--- config.mk ---
export PLATFORM = sky130hd
export DESIGN_NAME = fp32_div_seq_flat
export DESIGN_NICKNAME = d
export VERILOG_FILES = /design/src/rtl/fp32_div_if.sv /design/src/rtl/fp32_div_seq.sv /design/src/flat_wrapper.sv
export SDC_FILE = /design/constraint.sdc
export NUM_CORES = 1
export LEC_CHECK = 0
export BUFFER_PORTS_ARGS = -buffer_cell sky130_fd_sc_hd__buf_2
export CAP_MARGIN = 40
export CORE_ASPECT_RATIO = 1.1
export CORE_MARGIN = 2
export CORE_UTILIZATION = 50
export DETAILED_ROUTE_END_ITERATION = 10
export PLACE_DENSITY = 0.71
export SLEW_MARGIN = 10
export SYNTH_ARGS = -nofsm -noshare
export SYNTH_HDL_FRONTEND = slang
export SYNTH_SLANG_ARGS = --single-unit
--- constraint.sdc ---
create_clock -name clk -period 5.2 [get_ports clk]
set_clock_uncertainty 0.2 [all_clocks]
set_input_delay 0.78 -clock clk [delete_from_list [all_inputs] [get_ports clk]]
set_output_delay 0.78 -clock clk [all_outputs]
set_load 0.01 [all_outputs]
--- src/rtl/fp32_div_if.sv ---
// Operand/result handshake bundle for the sequential binary32 divider.
interface fp32_div_if;
  logic        start;
  logic [31:0] in1;
  logic [31:0] in2;
  logic [31:0] out;
  logic        busy;
  logic        done;

  modport master (output start, output in1, output in2, input out, input busy, input done);
  modport slave  (input start, input in1, input in2, output out, output busy, output done);
endinterface

--- src/rtl/fp32_div_seq.sv ---
// Iterative binary32 divider: restoring mantissa division, one quotient bit per clock,
// flush-to-zero on denormals, truncating rounding.
module fp32_div_seq (
  input  logic        clk,
  input  logic        rst_n,
  fp32_div_if.slave   bus
);
  localparam int unsigned EXPW = 8;
  localparam int unsigned FRW  = 23;
  localparam int unsigned MW   = 24;
  localparam int unsigned RW   = 26;
  localparam int unsigned QW   = 25;
  localparam int unsigned EW   = 10;
  localparam int unsigned CW   = 5;
  localparam logic [CW-1:0] LAST_BIT = CW'(QW - 1);
  localparam logic [31:0]   QNAN     = 32'h7FC0_0000;

  typedef enum logic [1:0] {IDLE, DIV, NORM} state_t;

  state_t               state, state_n;
  logic [CW-1:0]        count, count_n;
  logic [RW-1:0]        rem, rem_n;
  logic [QW-1:0]        quo, quo_n;
  logic [MW-1:0]        mb, mb_n;
  logic signed [EW-1:0] exp_q, exp_n;
  logic                 sign_q, sign_n;
  logic [31:0]          out_q, out_n;
  logic                 busy_q, busy_n;
  logic                 done_q, done_n;

  // Operand classification (denormals count as zero)
  logic [EXPW-1:0] e1, e2;
  logic [FRW-1:0]  f1, f2;
  logic            sign_in, zero1, zero2, inf1, inf2, nan1, nan2;
  logic            nan_case, inf_case, zero_case;

  assign e1        = bus.in1[30:23];
  assign e2        = bus.in2[30:23];
  assign f1        = bus.in1[22:0];
  assign f2        = bus.in2[22:0];
  assign sign_in   = bus.in1[31] ^ bus.in2[31];
  assign zero1     = (e1 == '0);
  assign zero2     = (e2 == '0);
  assign inf1      = (e1 == '1) && (f1 == '0);
  assign inf2      = (e2 == '1) && (f2 == '0);
  assign nan1      = (e1 == '1) && (f1 != '0);
  assign nan2      = (e2 == '1) && (f2 != '0);
  assign nan_case  = nan1 || nan2 || (zero1 && zero2) || (inf1 && inf2);
  assign inf_case  = inf1 || zero2;
  assign zero_case = zero1 || inf2;

  // Datapath helpers for the DIV and NORM steps
  logic                 q_bit;
  logic [RW-1:0]        rem_diff, rem_keep;
  logic signed [EW-1:0] norm_exp;
  logic [FRW-1:0]       norm_frac;

  assign q_bit     = (rem >= {2'b00, mb});
  assign rem_diff  = rem - {2'b00, mb};
  assign rem_keep  = q_bit ? rem_diff : rem;
  assign norm_exp  = quo[QW-1] ? exp_q : (exp_q - 10'sd1);
  assign norm_frac = quo[QW-1] ? quo[23:1] : quo[22:0];

  always_ff @(posedge clk or negedge rst_n) begin
    if (!rst_n) begin
      state  <= IDLE;
      count  <= '0;
      rem    <= '0;
      quo    <= '0;
      mb     <= '0;
      exp_q  <= '0;
      sign_q <= 1'b0;
      out_q  <= '0;
      busy_q <= 1'b0;
      done_q <= 1'b0;
    end else begin
      state  <= state_n;
      count  <= count_n;
      rem    <= rem_n;
      quo    <= quo_n;
      mb     <= mb_n;
      exp_q  <= exp_n;
      sign_q <= sign_n;
      out_q  <= out_n;
      busy_q <= busy_n;
      done_q <= done_n;
    end
  end

  always_comb begin
    state_n = state;
    count_n = count;
    rem_n   = rem;
    quo_n   = quo;
    mb_n    = mb;
    exp_n   = exp_q;
    sign_n  = sign_q;
    out_n   = out_q;
    busy_n  = busy_q;
    done_n  = 1'b0;
    case (state)
      IDLE: begin
        if (bus.start) begin
          if (nan_case) begin
            out_n  = QNAN;
            done_n = 1'b1;
          end else if (inf_case) begin
            out_n  = {sign_in, 8'hFF, 23'd0};
            done_n = 1'b1;
          end else if (zero_case) begin
            out_n  = {sign_in, 31'd0};
            done_n = 1'b1;
          end else begin
            rem_n   = {2'b01, f1};
            mb_n    = {1'b1, f2};
            exp_n   = $signed({2'b00, e1} - {2'b00, e2} + 10'd127);
            sign_n  = sign_in;
            quo_n   = '0;
            count_n = '0;
            busy_n  = 1'b1;
            state_n = DIV;
          end
        end
      end
      DIV: begin
        quo_n   = {quo[QW-2:0], q_bit};
        rem_n   = rem_keep << 1;
        count_n = count + CW'(1);
        if (count == LAST_BIT) state_n = NORM;
      end
      NORM: begin
        if (norm_exp >= 10'sd255)   out_n = {sign_q, 8'hFF, 23'd0};
        else if (norm_exp <= 10'sd0) out_n = {sign_q, 31'd0};
        else                          out_n = {sign_q, norm_exp[EXPW-1:0], norm_frac};
        done_n  = 1'b1;
        busy_n  = 1'b0;
        state_n = IDLE;
      end
      default: state_n = IDLE;
    endcase
  end

  assign bus.out  = out_q;
  assign bus.busy = busy_q;
  assign bus.done = done_q;
endmodule

--- src/flat_wrapper.sv ---
// flat-port wrapper written by rule: the top's interface ports become plain ports
module fp32_div_seq_flat 
  (clk, rst_n, bus_start, bus_in1, bus_in2, bus_out, bus_busy, bus_done);
  fp32_div_if bus_i ();
  input  logic clk;
  input  logic rst_n;
  input wire logic [$bits(bus_i.start)-1:0] bus_start;
  input wire logic [$bits(bus_i.in1)-1:0] bus_in1;
  input wire logic [$bits(bus_i.in2)-1:0] bus_in2;
  output wire logic [$bits(bus_i.out)-1:0] bus_out;
  output wire logic [$bits(bus_i.busy)-1:0] bus_busy;
  output wire logic [$bits(bus_i.done)-1:0] bus_done;
  assign bus_i.start = bus_start;
  assign bus_i.in1 = bus_in1;
  assign bus_i.in2 = bus_in2;
  assign bus_out = bus_i.out;
  assign bus_busy = bus_i.busy;
  assign bus_done = bus_i.done;
  fp32_div_seq u_core (.clk(clk), .rst_n(rst_n), .bus(bus_i));
endmodule
==> results.md, run 1 <==
- CTS tree: done
- Final antenna-violating net count: 0
- Vias in the first global route: 6211
- Pleak: 0.00407 µW
- Syn Inst Count: 819
- P per Cell Area: 715 nW/µm²
- DRC: 0
- H-tree depth: 4
- Initial DRC count: 374
- Worst r2r src: u_core.rem[2]$_DFFE_PN0P_
- Synth async-reset ratio: 1.00
- Final non-filler cell total: 1114
- Post-synth EDFFs: 0
- Num CTS Buffers: 17
- Core ar.: 14500 µm²
- Via count: 6385
- Pin count of the biggest net entering global routing: 69
- Ranking of synthesized cells by area: dfrtp_1, o21ai_0, ha_1
- Row cnt: 46
- Minimum clock period: 3.76 ns
- Syn nets: 924
- DP Area: 8150 µm²
- ANT cells: 0
- Port Buffer Count: 100
- Clk root buf: clkbuf_16
- Placed Cells: 1082
- Status: complete, no violations
- Sink Count: 127
- Pwr Total: 6230 µW
- Unrepaired setup endpoints after global routing: no
- Util after Layout: 0.601
- Post-Synthesis Cell Area: 7480 µm²
- Most common library cells after synthesis: dfrtp_1, o21ai_0, nand2_1
- Final Hold Fails: 0
- Clk_lat worst skew: 0.43 ns
- Grt ovf: 0
- First-pass GRT wire length: 30700 µm
- Drt wl/cell: 16.1 µm
- Critical path required time: 5.29 ns
- Mean post-synth cell area: 9.13 µm²
- Die area: 16000 µm²
- Final GP Congestion: 0.849
- Max Cap Viol: 0
- PostCTS Resize Cnt: 0
- Hold Crit Class: in2async
- Critical path arrival: 3.85 ns
- Post-CTS Setup Bufs: 0
- Layout cells sized above 1: 0.163
- DPL Wire Length: 13100 µm
- VDD IR max: 0.000354 V
- Finished Cell Area: 8710 µm²
- Total Wirelength: 17900 µm
- Initial core utilization: 0.516
- NumNets Final: 1014
- R2r worst-path depth: 9
- Clock transition at the registers of the reported paths: 0.06 ns
- # hold bufs at CTS: 0
- Clock buffer depth: 2
- Synth warn: 0
- Area leader, netlist: dfrtp_1
- Fmax: 266 MHz
- Worst-path fanout max: 21
- Top-area cell type share of the netlist area: 0.425
- Post-route clock period utilization: 0.723
- Layout area overhead: 16.5%
- Initial antenna violation count: 0
- Vias/cell: 5.73
- Total GRT Usage: 0.241
- Pre-Repair DR Iteration Count: 7
- Least-Margin Pin Slew: 0.863 ns
- Setup violations, final: 0
- R2R Setup Slk: 1.44 ns
- CP Class: reg2reg
- Kind of start point of the critical path: flip-flop
- Yosys reg bits: 127
- Die H: 132 µm
- FF-to-FF End: u_core.rem[25]$_DFFE_PN0P_
- Crit end category: flip-flop
- Slew Viols, Final: 0
- Die Span X: 121 µm
- Part of the Yosys area used for sequential elements: 0.425
- IO Pins: 101
- Relative slew margins: 0.419
- Setup TNS: 0 ns
- Most frequent cell after synthesis: dfrtp_1
- Netlist cell types: 67
- Synth Flop Type: dfrtp_1
[sequential cells by signal, indices dropped and copies added (netlist names), 2 cells and up]
signal          count
u_core.bus.out     32
u_core.rem         26
u_core.quo         25
u_core.mb          24
u_core.exp_q       10
u_core.count        5
u_core.state        2
[where the power goes]
group	internal, µW	switching [µW]	leakage, µW
sequential	1470	348	0.00148
clock	665	478	0.000268
combinational	1420	1850	0.00232
total	3550	2680	0.00407
[critical path, cell delays in order (launching register included)]
cell      delay [ns]
dfrtp_1         0.40
ha_1            0.35
nor2b_1         0.17
o31ai_1         0.43
a32oi_1         0.22
a221oi_1        0.58
a221o_1         0.29
nand2_2         0.36
nand2_1         0.48
o311ai_1        0.15
[through the flow]
stage                     hold slack (ns)  setup WS (ns)
after floorplan                     0.218           2.05
after CTS                          0.0395           1.48
after global placement              0.232           1.57
final                              0.0409           1.44
after detailed placement            0.259           1.50
after global routing               0.0503           1.20
[area by class of cell]
cell class | count | area [µm²]
fill | 1308 | 5790
sequential | 127 | 3180
tap | 192 | 240
clock buffer | 18 | 429
timing repair buffer | 108 | 591
inverter | 61 | 229
clock inverter | 14 | 133
multi-input combinational | 594 | 3910
[worst max-delay path by stage]
stage	start	endpoint	slack [ns]	cells after the start
floorplan	bus_in1[23]	u_core.exp_q[8]$_DFFE_PN0P_	2.05	13
global placement	u_core.rem[9]$_DFFE_PN0P_	u_core.rem[25]$_DFFE_PN0P_	1.57	9
detailed placement	u_core.rem[10]$_DFFE_PN0P_	u_core.rem[25]$_DFFE_PN0P_	1.50	9
CTS	u_core.rem[10]$_DFFE_PN0P_	u_core.rem[25]$_DFFE_PN0P_	1.48	9
global route	u_core.mb[0]$_DFFE_PN0P_	u_core.rem[25]$_DFFE_PN0P_	1.20	10
finish	u_core.rem[2]$_DFFE_PN0P_	u_core.rem[25]$_DFFE_PN0P_	1.44	9
[routing by layer]
metal / part of all wire / track usage
met5: 0 / 0
met2: 0.49 / 0.390
met4: 0.024 / 0.0891
met3: 0.048 / 0.0519
met1: 0.44 / 0.317
[layout by cell type (no fill, tap or decap), types with 22 or more instances in the layout]
cell / instances
inv_1: 61
a22o_1: 26
nor2_1: 34
xnor2_1: 22
a21oi_1: 32
buf_2: 99
nand2_1: 103
o21ai_0: 104
dfrtp_1: 127
mux2i_1: 33
ha_1: 36
[logic make-up after synthesis]
kind of cell | share of synthesized area
flops | 0.425
fa+ha+maj | 0.0656
mux | 0.0442
buf+inv | 0.0525
simple gates | 0.146
xor+xnor | 0.0445
compound gates | 0.223
Power figures use the tool's default switching activity.
==> run 2: changes to the inputs <==
--- a/config.mk
+++ b/config.mk
@@ -11,7 +11,7 @@
 export CORE_MARGIN = 2
 export CORE_UTILIZATION = 50
 export DETAILED_ROUTE_END_ITERATION = 10
-export PLACE_DENSITY = 0.71
+export PLACE_DENSITY = 0.74
 export SLEW_MARGIN = 10
 export SYNTH_ARGS = -nofsm -noshare
 export SYNTH_HDL_FRONTEND = slang
==> constraint.sdc (replaced) <==
create_clock -name clk -period 3.22 [get_ports clk]
set_clock_uncertainty 0.2 [all_clocks]
set_input_delay 0.483 -clock clk [delete_from_list [all_inputs] [get_ports clk]]
set_output_delay 0.483 -clock clk [all_outputs]
set_load 0.01 [all_outputs]
==> run 2 against run 1 <==
Net effect: total power increased by 77%; count of clock-buffer cells in the layout up 1; sequential power is 62% higher; register-to-register slack worse by 1.3 ns; critical path type unchanged; largest power group unchanged.
==> results.md, run 2 (synthesis results as in run 1) <==
- Status: complete, no violations
- CTS tree: done
- Row cnt: 46
- Pre-Repair DR Iteration Count: 6
- Via count: 6615
- IO Pins: 101
- Core ar.: 14500 µm²
- Worst hold path stage count: 3
- R2r worst-path depth: 10
- Clk_lat worst skew: 0.43 ns
- Die H: 132 µm
- Pleak: 0.00431 µW
- Setup violations, final: 0
- Initial DRC count: 459
- Setup TNS: 0 ns
- Max reg flops: 32
- Slew Viols, Final: 0
- P per Cell Area: 1200 nW/µm²
- Die area: 16000 µm²
- Worst-path fanout max: 9
- Layout cells sized above 1: 0.214
- CP Class: reg2reg
- Worst path depth: 10
- WP buf/inv: 0
- DRC: 0
- Cell family with most CP delay: simple AND/OR/NAND/NOR gates
- Kind of start point of the critical path: flip-flop
- Clock transition at the registers of the reported paths: 0.06 ns
- Clk root buf: clkbuf_16
- Final GP Congestion: 0.932
- Storage element area: 3180 µm²
- Delay of the slowest critical-path stage: 0.53 ns
- Initial antenna violation count: 0
- Die Span X: 121 µm
- Grt ovf: 0
- Clock buffer depth: 2
- Area occupied by multi-input gates: 4060 µm²
- Crit end category: flip-flop
- Total GRT Usage: 0.243
- Layout area overhead: 23.3%
- Critical path arrival: 3.22 ns
- DPL Wire Length: 13400 µm
- Max Cap Viol: 0
- Critical path cell sequence: ha_4 -> and3_4 -> nand2_1 -> or4_1 -> and3_1 -> a221o_1 -> nand2_4 -> nor2_4 -> a222oi_1 -> o21ai_1
- Minimum clock period: 3.12 ns
- Final Hold Fails: 0
- VDD IR max: 0.000634 V
- Relative slew margins: 0.593
- Drt wl/cell: 16.2 µm
- Fmax: 320 MHz
- Num CTS Buffers: 17
- Vias in the first global route: 6438
- Crit-path slowest cell: or4_1
- NumNets Final: 1052
- Most frequent cells in the layout: dfrtp_1, o21ai_0, nand2_1
- Vias/cell: 5.74
- Fillcell total: 1255
- Port Buffer Count: 100
- First-pass GRT wire length: 31200 µm
- Final antenna-violating net count: 0
- Pwr Total: 11000 µW
- Sink Count: 127
- Finished Cell Area: 9220 µm²
- ANT cells: 0
- Initial core utilization: 0.516
- Setup ws final: 0.0974 ns
- Most common cell after layout, fill and taps aside: dfrtp_1
- Hold Crit Class: in2reg
- Post-route clock period utilization: 0.970
- Pre-CTS setup slack: 0.0239 ns
- DP Area: 8350 µm²
- H-tree depth: 4
- Critical path required time: 3.32 ns
- Least-Margin Pin Slew: 0.611 ns
- Pin count of the biggest net entering global routing: 47
- Total Wirelength: 18700 µm
[run 2: what timing repair did]
item                                    4_1_cts  5_1_grt
endpoints found under the setup margin        0       51
resized for setup                             0       23
buffers inserted                              0       12
hold buffers                                  1        0
endpoints found under the hold margin        43        0
[run 2: layout make-up]
class                           instances  share of cell area
Tap cell                              192              0.0260
Multi-Input combinational cell        594               0.440
Sequential cell                       127               0.345
Inverter                               61              0.0248
Clock buffer                           19              0.0480
Timing Repair Buffer                  146              0.0963
Clock inverter                         13              0.0201
[run 2: worst paths after layout]
| kind | start | end | slack [ns] |
|---|---|---|---|
| setup reg to reg | u_core.rem[17]$_DFFE_PN0P_ | u_core.rem[17]$_DFFE_PN0P_ | 0.1 |
| max in group asynchronous | rst_n | u_core.rem[14]$_DFFE_PN0P_ | 1.57 |
| hold / removal | bus_in2[13] | u_core.mb[13]$_DFFE_PN0P_ | 0.07 |
| setup / recovery | u_core.rem[17]$_DFFE_PN0P_ | u_core.rem[17]$_DFFE_PN0P_ | 0.1 |
| min in group asynchronous | rst_n | u_core.bus.out[30]$_DFFE_PN0P_ | 0.40 |
| hold reg to reg | u_core.mb[23]$_DFFE_PN0P_ | u_core.mb[23]$_DFFE_PN0P_ | 0.27 |
[run 2: metrics by stage]
| stage | instances | hold slack, ns | util |
|---|---|---|---|
| after detailed placement | 1107 | 0.256 | 0.576 |
| after global placement | 1107 | 0.247 | 0.576 |
| after floorplan | 819 | -0.0126 | - |
| final | 1152 | 0.0714 | 0.636 |
| after global routing | 1152 | 0.0867 | 0.636 |
| after CTS | 1140 | 0.0594 | 0.620 |
[run 2: tightest hold or removal path: stages]
cell and delay, ns:
buf_2 0.09, nand2_1 0.04, o21ai_0 0.06
[run 2: routing by layer]
metal / track usage / vias to the layer above / routed length [µm]
met3: 0.0450 / 45 / 961
met2: 0.393 / 209 / 8960
li1: - / 3209 / -
met1: 0.322 / 3152 / 8260
met5: 0 / - / 0
met4: 0.0950 / 0 / 503
[run 2: report_power, final]
group	switching, µW	internal, µW
clock network	754	1320
logic	3220	2820
registers	570	2370
